[config.mk]
export PLATFORM = sky130hd
export DESIGN_NAME = bcd_cnt_multi
export DESIGN_NICKNAME = d
export VERILOG_FILES = /design/src/rtl/bcd_pkg.sv /design/src/rtl/bcd_cnt_multi_digit.sv /design/src/rtl/bcd_cnt_multi.sv
export SDC_FILE = /design/constraint.sdc
export NUM_CORES = 1
export LEC_CHECK = 0
export ABC_AREA = 1
export CAP_MARGIN = 25
export CORE_ASPECT_RATIO = 1.1
export CORE_UTILIZATION = 46
export DETAILED_ROUTE_END_ITERATION = 6
export PLACE_DENSITY = 0.77
export RECOVER_POWER = 25
export SLEW_MARGIN = 30
export SYNTH_ARGS = -nofsm -noshare
export SYNTH_HDL_FRONTEND = slang
export SYNTH_SLANG_ARGS = --single-unit
[constraint.sdc]
create_clock -name clk -period 1.45 [get_ports clk]
set_clock_uncertainty 0.2 [all_clocks]
set_input_delay 0.145 -clock clk [delete_from_list [all_inputs] [get_ports clk]]
set_output_delay 0.145 -clock clk [all_outputs]
set_load 0.005 [all_outputs]
[src/rtl/bcd_pkg.sv]
// Shared BCD constants and helpers for the multi-digit counter.
// Digit limits, nibble width and the load clamp live here.
package bcd_pkg;

    localparam int         BCD_W   = 4;
    localparam logic [3:0] BCD_MAX = 4'd9;
    localparam logic [3:0] BCD_MIN = 4'd0;

    // Any nibble above 9 is not a decimal digit; pin it to 9.
    function automatic logic [BCD_W-1:0] bcd_clamp(
        input logic [BCD_W-1:0] n
    );
        return (n > BCD_MAX) ? BCD_MAX : n;
    endfunction

endpackage

[src/rtl/bcd_cnt_multi_digit.sv]
// One BCD digit of the counter: holds its nibble, steps on carry/borrow in,
// and passes carry/borrow on when it rolls over in the current direction.
module bcd_digit
    import bcd_pkg::*;
(
    input  logic             clk,
    input  logic             reset,
    input  logic             clr,
    input  logic             ld,
    input  logic [BCD_W-1:0] ld_val,
    input  logic             ci,
    input  logic             up_dn,
    input  logic             hold,
    output logic [BCD_W-1:0] q,
    output logic             co
);

    logic [BCD_W-1:0] r_q;
    logic [BCD_W-1:0] w_step;
    logic             w_at_end;

    // At 9 going up or at 0 going down, this digit rolls over.
    assign w_at_end = up_dn ? (r_q == BCD_MAX) : (r_q == BCD_MIN);
    assign co       = ci & w_at_end;
    assign q        = r_q;

    // Next nibble for one step in the requested direction.
    always_comb begin
        w_step = r_q;
        if (up_dn)
            w_step = w_at_end ? BCD_MIN : r_q + 4'd1;
        else
            w_step = w_at_end ? BCD_MAX : r_q - 4'd1;
    end

    // Digit register: clear beats load beats a carry-driven step.
    always_ff @(posedge clk or negedge reset) begin
        if (!reset)
            r_q <= BCD_MIN;
        else if (clr)
            r_q <= BCD_MIN;
        else if (ld)
            r_q <= bcd_clamp(ld_val);
        else if (ci && !hold)
            r_q <= w_step;
    end

endmodule

[src/rtl/bcd_cnt_multi.sv]
// Multi-digit BCD up/down counter with load, clear and optional saturation.
// Carry/borrow ripples through the digits in one cycle; tc is the chain's end.
module bcd_cnt_multi
    import bcd_pkg::*;
#(
    parameter int DIGITS   = 4,
    parameter bit SATURATE = 1'b0
) (
    input  logic                  clk,
    input  logic                  reset,
    input  logic                  clr,
    input  logic                  load,
    input  logic [BCD_W*DIGITS-1:0] load_val,
    input  logic                  en,
    input  logic                  up_dn,
    output logic [BCD_W*DIGITS-1:0] count,
    output logic                  tc,
    output logic                  wrapped,
    output logic                  load_err
);

    logic [DIGITS:0]   w_carry;
    logic [DIGITS-1:0] w_bad;
    logic              w_hold;
    logic              r_wrapped;
    logic              r_load_err;

    // The carry out of the top digit is exactly "enabled and every digit at
    // its end value", i.e. the terminal count.
    assign w_carry[0] = en;
    assign tc         = w_carry[DIGITS];
    assign w_hold     = SATURATE & tc;

    genvar g;
    generate
        for (g = 0; g < DIGITS; g++) begin : g_digit
            bcd_digit u_digit (
                .clk    (clk),
                .reset  (reset),
                .clr    (clr),
                .ld     (load),
                .ld_val (load_val[g*BCD_W +: BCD_W]),
                .ci     (w_carry[g]),
                .up_dn  (up_dn),
                .hold   (w_hold),
                .q      (count[g*BCD_W +: BCD_W]),
                .co     (w_carry[g+1])
            );
            assign w_bad[g] = load_val[g*BCD_W +: BCD_W] > BCD_MAX;
        end
    endgenerate

    // Status pulses line up with the count update they describe.
    always_ff @(posedge clk or negedge reset) begin
        if (!reset) begin
            r_wrapped  <= 1'b0;
            r_load_err <= 1'b0;
        end else begin
            r_wrapped  <= ~clr & ~load & tc;
            r_load_err <= ~clr & load & (|w_bad);
        end
    end

    assign wrapped  = r_wrapped;
    assign load_err = r_load_err;

endmodule

# After elaboration in Yosys (flattened, before gate mapping)
# Cells that the tools add are included.
[op_classes] addsub=8 order_cmp=4 eq_ne=4 mux=32 bitwise=10 reduce_logical=9
[ops] op="$mux W4" count=28
[ops] op="$add A4 B1 Y4 const B" count=4
[ops] op="$eq A4 B4 Y1 const B" count=4
[ops] op="$gt A4 B4 Y1 const B" count=4
[ops] op="$logic_not A4 Y1" count=4
[ops] op="$sub A4 B1 Y4 const B" count=4
[ops] op="$reduce_bool A3 Y1" count=4
[ops] op="$and A1 B1 Y1" count=8
[ops] op="$mux W1" count=4
[ops] op="$reduce_or A4 Y1" count=1
[ops] op="$not A1 Y1" count=2
[word_totals] reg_bits=18 inputBits=22 output_inout_bits=19 wordCells=73

# Depth between registers and ports, before layout
# Gate-level depths: netlist of run 1.
[depth] ltp_word=8 ltp_mapped=12

# Cells and area by module
# A second synthesis of run 1 with hierarchy kept.
[hier_totals] cells_unflattened=310 hier_area_um2=1804.2
[by_module_without_submodules] module="bcd_digit at g_digit[0].u_digit ..." n_inst=3 cells_each=73 area_per_inst_um2=424.2 seq_area_each_um2=100.1
[by_module_without_submodules] module="bcd_digit at g_digit[3].u_digit" n_inst=1 cells_each=76 area_per_inst_um2=427.9 seq_area_each_um2=100.1
[by_module_without_submodules] module="bcd_cnt_multi" n_inst=1 cells_each=15 area_per_inst_um2=103.8 seq_area_each_um2=50.0

# Worst setup path before layout of run 1
# OpenSTA, ideal clock, no wires.
[synth_path] kind="reg2reg" from="register g_digit[1].u_digit.r_q[0]" to="register g_digit[3].u_digit.r_q[0]" t_arrival_ns=1.329 path_slack_ns=-0.195 stages_incl_launch_ff=10 period_less_slack_ns=1.645 cell_sequence="dfrtp_1 inv_1 ha_1 nand3_2 nand2_1 nand3_1 nand2_2 nand2_2 nand2_1 nand2_1"
[synth_between] elab_chain_len=5 elab_cells_between_ends=6 cone_classes="eq/ne (1); mux (1); bitwise (2); reduce/logical (2)"
[synth_lines] item="from (decl)" line_no="bcd_cnt_multi_digit.sv:18" text="logic [BCD_W-1:0] r_q;"
[synth_lines] item="from (signal assigned)" line_no="bcd_cnt_multi_digit.sv:43" text="r_q <= bcd_clamp(ld_val);"
[synth_lines] item="from (signal assigned)" line_no="bcd_cnt_multi_digit.sv:45" text="r_q <= w_step;"
[synth_lines] item="$eq A4 B4 Y1 / $logic_not A4 Y1 (equally long branches)" line_no="bcd_cnt_multi_digit.sv:23" text="assign w_at_end = up_dn ? (r_q == BCD_MAX) : (r_q == BCD_MIN);"
[synth_lines] item="$mux W1 (*)" line_no="bcd_cnt_multi_digit.sv:23"
[synth_lines] item="$and A1 B1 Y1 (*) (2 in series)" line_no="bcd_cnt_multi_digit.sv:24" text="assign co = ci & w_at_end;"
[synth_lines] item="$reduce_bool A3 Y1 (no line) (*)"
[synth_lines] item="to (signal assigned)" line_no="bcd_cnt_multi_digit.sv:43"
[synth_lines] item="to (signal assigned)" line_no="bcd_cnt_multi_digit.sv:45"
[synth_lines] item="to (decl)" line_no="bcd_cnt_multi_digit.sv:18"
# Mark *: on every way between the ends. The rest lies on a longest branch, timed or not.
# A chain may end at the register's enable or synchronous reset.

# Final worst setup path of run 1
[layout_path] from="register g_digit[2].u_digit.r_q[1]" to="output port tc"
[layout_between] elab_chain_len=4 elab_cells_between_ends=5 cone_classes="eq/ne (1); mux (1); bitwise (2); reduce/logical (1)"
[layout_lines] item="from (decl)" line_no="bcd_cnt_multi_digit.sv:18"
[layout_lines] item="from (signal assigned)" line_no="bcd_cnt_multi_digit.sv:43"
[layout_lines] item="from (signal assigned)" line_no="bcd_cnt_multi_digit.sv:45"
[layout_lines] item="$eq A4 B4 Y1 / $logic_not A4 Y1 (equally long branches)" line_no="bcd_cnt_multi_digit.sv:23"
[layout_lines] item="$mux W1 (*)" line_no="bcd_cnt_multi_digit.sv:23"
[layout_lines] item="$and A1 B1 Y1 (*) (2 in series)" line_no="bcd_cnt_multi_digit.sv:24"
[layout_lines] item="to (decl)" line_no="bcd_cnt_multi.sv:17" text="output logic tc,"
# Marks and branches as above.

==> reports/metrics.yaml, run 1 <==
grt_max_degree: 19
regToRegSetupSlack_ns: -0.44
min_period_ns: 1.97
cts_tree: "yes"
crit_fanout: 3
die_h_um: 67.3
final_cell_mix: "nand2_1 (70), buf_4 (68), buf_6 (30)"
hold_buffers: 0
p_clk_frac: 0.137
slowest_delay_ns: 0.40
die_area_mm2: 0.00412
slew_violations: 0
setup_viol: 20
port-buffer-count: 40
clock_latency_ns: 0.26
power_density_mw_per_mm2: 817
crit_chain: "inv_2 -> ha_2 -> nand2_2 -> inv_2 -> nand2_2 -> nand2_2 -> nand2_2 -> nor3_2 -> buf_2"
hold_viol: 0
timing.fmax_mhz: 507
grt_util_all_layers: 0.349
netlist_area_mm2: 0.00178
routedWlPerCell_um: 18.6
rsz0062_at_grt: "yes"
power.switching_mw: 1.10
p_leak_nw: 1.70
diodes: 0
switching_share: 0.413
routabilityCongestion: 0.887
cts.sinks: 18
cts_buffer_depth: 2
yosysSeqAreaShare: 0.253
drive_gt1_frac: 0.457
clockRootBuffer: "clkbuf_8"
vias: 2690
slew_headroom: 0.657
ant_nets: 0
synth.area.top_cells: "dfrtp_1 (25%), nand2_1 (18%), ha_1 (8.4%)"
syn_inst: 277
syn-num-nets: 311
drc: 0
core-area_mm2: 0.00368
cts_made_buffers: 3
io_pins: 41
nets: 445
final_common_cell: "nand2_1"
irDropWorstVdd_mv: 0.752
clk_pin_slew_worst_paths_ns: 0.07
cp-start-kind: "flip-flop"
cp_common_cell: "nand2_2"
hold_class: "in -> async"
status: "finished with violations"
crit_type: "reg -> out"
stdcell_area_mm2: 0.00327
start_util: 0.483
grt_pass1_vias: 2406
yosysTopAreaCellShare: 0.253
synth-seq-cells: 18
synth_warnings: 0
vias_per_cell: 5.86
grt_pass1_wl_um: 10500
worst_slew_pin_slew_ns: 0.514
antenna_found_initial: 0
drt_iter0_markers: 304
dieWidth_um: 61.3
yosysTopAreaCell: "dfrtp_1"
maxCapViolations: 0
worst_setup_path_end_kind: "output port"
finalCritPeriodShare: 1.36
tns_ns: -6.91
fin_ws_ns: -0.520
cp_data_arrival_time_ns: 1.63
avgSynthCellArea_um2: 6.43
power_frac_comb: 0.622
drt-total-wl_um: 8530
place_area_mm2: 0.00273
dp_hpwl_um: 4290
critical_path.slowest_cell: "dfrtp_1"
fp-row-count: 23
internal_power_mw: 1.57
syn_to_final_growth_pct: 83.6
first_pass_iters: 5
p_seq_frac: 0.241
ys_types: 30
cts.htree.levels: 1
violations: "setup timing"
fill_cells: 196
cp.required_ns: 1.11
grt_overflow: 0
-- power groups by stage --
stage	Sequential, mW	Clock [mW]	Combinational (mW)
after global routing	0.646	0.390	1.78
after CTS	0.632	0.363	1.40
final	0.644	0.367	1.66
after floorplan	0.668	0	0.550
after global placement	0.632	0	1.17
after detailed placement	0.638	0	1.20
-- layer usage --
metal | GRT usage | vias to the layer above | part of all wire
li1 | - | 1160 | -
met1 | 0.381 | 1220 | 0.35
met2 | 0.621 | 237 | 0.48
met3 | 0.0460 | 73 | 0.10
met4 | 0.224 | 0 | 0.072
met5 | 0 | - | 0
-- path summary, 6_finish.rpt --
path	from	to	cells after the start
max	g_digit[2].u_digit.q[1]	tc	9
min	reset	g_digit[3].u_digit.q[2]	2
max reg2reg	g_digit[0].u_digit.q[1]	g_digit[0].u_digit.q[2]	13
min reg2reg	g_digit[1].u_digit.q[1]	g_digit[1].u_digit.q[1]	2
max in group asynchronous	reset	g_digit[1].u_digit.q[0]	2
min in group clk	load_val[14]	g_digit[3].u_digit.q[2]	5
-- cells in the mapped netlist --
cell type	count
nand2_4	3
a31oi_1	1
nor2_1	32
nand3_1	23
xor2_1	5
nor2_2	2
inv_4	1
inv_1	35
nor4_1	1
o21ai_0	16
clkbuf_1	1
nor3_1	2
o22ai_1	2
dfrtp_1	18
buf_6	3
nor2_4	1
buf_2	3
or2_1	1
nand2_8	1
xnor2_1	1
nand2_1	84
nand3_4	1
nand4_2	1
a21oi_1	14
nand3_2	2
nand4_1	6
o211ai_1	1
ha_1	12
nand2_2	3
inv_2	1
-- through the flow --
step | hold slack [ns] | cells | power [mW] | utilization | worst slack (ns)
4_1_cts | 0.0309 | 451 | 2.39 | 0.845 | -0.411
6_report | 0.177 | 459 | 2.67 | 0.888 | -0.520
3_5_place_dp | 0.309 | 426 | 1.84 | 0.742 | -0.687
3_3_place_gp | 0.300 | 426 | 1.80 | 0.742 | -0.680
5_1_grt | 0.210 | 459 | 2.82 | 0.888 | -0.584
2_1_floorplan | -0.351 | 277 | 1.22 | - | -0.118
-- final cells by class --
type,instances,area [µm²],share of cell area
Multi-Input combinational cell,215,1380,0.423
Timing Repair Buffer,136,1180,0.362
Sequential cell,18,458,0.140
Inverter,37,141,0.0432
Tap cell,50,62.6,0.0191
Clock buffer,3,41.3,0.0126
-- state kept, by name (all words and copies together), names as in the netlist --
name               flops
wrapped                1
load_err               1
g_digit.u_digit.q     16
-- cell families after synthesis --
group | synth area share
AOI/OAI and AO/OA | 0.0991
xor gates and xnor gates | 0.0295
adders and majority gates | 0.0843
buffers and inverters | 0.109
DFF | 0.253
and+or+nand+nor | 0.425
-- critical path: cells and delay by family (launching register included) --
family	cells	cell delay, ns
AND/OR/NAND/NOR	5	0.44
flip-flops	1	0.40
buffers and inverters	3	0.33
adder cells (fa/ha/maj)	1	0.19
-- what timing repair did --
action                     4_1_cts  5_1_grt
gates resized for setup         85       53
buffers inserted                23       15
setup endpoints to repair       34       29
pin swaps                       13       30
No activity file was read; power rests on OpenSTA's default activity.
==> inputs of run 2 (changes only) <==
--- a/config.mk
+++ b/config.mk
@@ -10,6 +10,7 @@
 export CORE_ASPECT_RATIO = 1.1
 export CORE_UTILIZATION = 46
 export DETAILED_ROUTE_END_ITERATION = 6
+export GPL_ROUTABILITY_DRIVEN = 0
 export PLACE_DENSITY = 0.77
 export RECOVER_POWER = 25
 export SLEW_MARGIN = 30
==> reports/metrics.yaml, run 2 (same netlist as run 1, synthesis figures left out) <==
p_leak_nw: 1.81
fin_ws_ns: -0.625
drc: 0
clockRootBuffer: "clkbuf_8"
drive_gt1_frac: 0.492
slew_violations: 0
die_h_um: 67.3
crit_start: "g_digit[0].u_digit.q[0]"
grt_overflow: 0
critical_path.slowest_cell: "dfrtp_2"
r2r-end: "g_digit[0].u_digit.q[2]"
rsz0062_at_grt: "yes"
finalCritPeriodShare: 1.43
dieWidth_um: 61.3
port-buffer-count: 40
final_cells: 465
final_common_cell: "buf_4"
maxCapViolations: 0
largest_reg_flops: 16
grt_pass1_wl_um: 11100
syn_to_final_growth_pct: 95.2
grt_max_degree: 19
vias_per_cell: 6.32
utilization: 0.943
cts.sinks: 18
start_util: 0.483
regToRegSetupSlack_ns: -0.62
cp.buffers_inverters: 2
dp_cells: 426
worstRegToRegCells: 10
cp_data_arrival_time_ns: 2.07
antenna_found_initial: 0
final_cell_mix: "buf_4 (72), nand2_1 (69), buf_6 (31)"
power_density_mw_per_mm2: 840
cp-start-kind: "flip-flop"
cp.depth: 10
io_pins: 41
timing.fmax_mhz: 482
hold_buffers: 0
cp_common_cell: "nand2_1"
diodes: 0
vias: 2939
worst_slew_pin_slew_ns: 0.560
setup_viol: 21
place_ws_ns: -0.704
slowest_delay_ns: 0.46
dp_hpwl_um: 4210
cts_buffer_depth: 2
drt_iter0_markers: 451
die_area_mm2: 0.00412
clock_latency_ns: 0.27
hold_class: "in -> async"
holdWs_ns: 0.181
min_period_ns: 2.07
irDropWorstVdd_mv: 0.585
grtUsageMet3: 0.0670
clk_pin_slew_worst_paths_ns: 0.09
violations: "setup timing"
crit_type: "reg -> reg"
core-area_mm2: 0.00368
path_delay_family: "simple AND/OR/NAND/NOR gates"
crit_fanout: 6
cts_made_buffers: 3
grt_use_met1: 0.389
ant_nets: 0
hold_viol: 0
grt.busiest_layer: "met2"
slew_headroom: 0.626
status: "finished with violations"
grt_util_all_layers: 0.368
routedWlPerCell_um: 22.4
worst_setup_path_end_kind: "flip-flop"
cts.htree.levels: 1
crit_chain: "buf_6 -> buf_6 -> ha_4 -> nand2_1 -> nand2_1 -> xor2_1 -> nand3_1 -> nand2_1 -> nand2_1 -> nand2_1"
drt-total-wl_um: 10400
fp-row-count: 23
finalPower_mw: 2.92
grt_pass1_vias: 2573
cp.required_ns: 1.44
cts_tree: "yes"
nets: 451
use_met2: 0.666
first_pass_iters: 6
rr_startpoint: "g_digit[0].u_digit.q[0]"
## run 2: where the power goes
part | total [mW] | internal, mW | leakage [nW] | switching, mW
sequential | 0.651 | 0.568 | 0.225 | 0.0833
clock | 0.391 | 0.186 | 0.0216 | 0.205
combinational | 1.88 | 0.888 | 1.56 | 0.989
total | 2.92 | 1.64 | 1.81 | 1.28
## run 2: per-stage QoR
stage | TNS (ns) | instance area (µm²)
floorplan | -1.00 | 1830
global placement | -7.05 | 2730
detailed placement | -7.65 | 2730
CTS | -4.74 | 3140
global route | -8.28 | 3470
finish | -7.57 | 3470
## run 2: worst reg2reg max path: stages (launching register included)
cell and delay (ns):
dfrtp_2 0.46, buf_6 0.13, buf_6 0.13, ha_4 0.16, nand2_1 0.09, nand2_1 0.18, xor2_1 0.26, nand3_1 0.15
nand2_1 0.09, nand2_1 0.07, nand2_1 0.09
## run 2: timing repair
action | in CTS | in global routing
resized for setup | 102 | 85
buffers inserted | 28 | 19
pin swaps | 15 | 24
endpoints found under the setup margin | 34 | 32
## run 2: layout make-up
type	count	area [µm²]
clock buffer	3	41.3
fill	120	209
inverter	37	141
multi-input combinational	215	1550
sequential	18	458
tap	50	62.6
timing repair buffer	142	1220
## run 2: how the worst max path moves through the flow
stage	to	slack (ns)
3_3_place_gp	tc	-0.68
3_5_place_dp	tc	-0.70
4_1_cts	tc	-0.50
6_report	g_digit[0].u_digit.q[2]	-0.62
2_1_floorplan	g_digit[3].u_digit.q[0]	-0.12
5_1_grt	g_digit[3].u_digit.q[0]	-0.60
## run 2: layer usage
layer | part of all wire | up-vias
li1 | - | 1163
met1 | 0.35 | 1354
met2 | 0.47 | 315
met3 | 0.12 | 107
met4 | 0.072 | 0
met5 | 0 | -
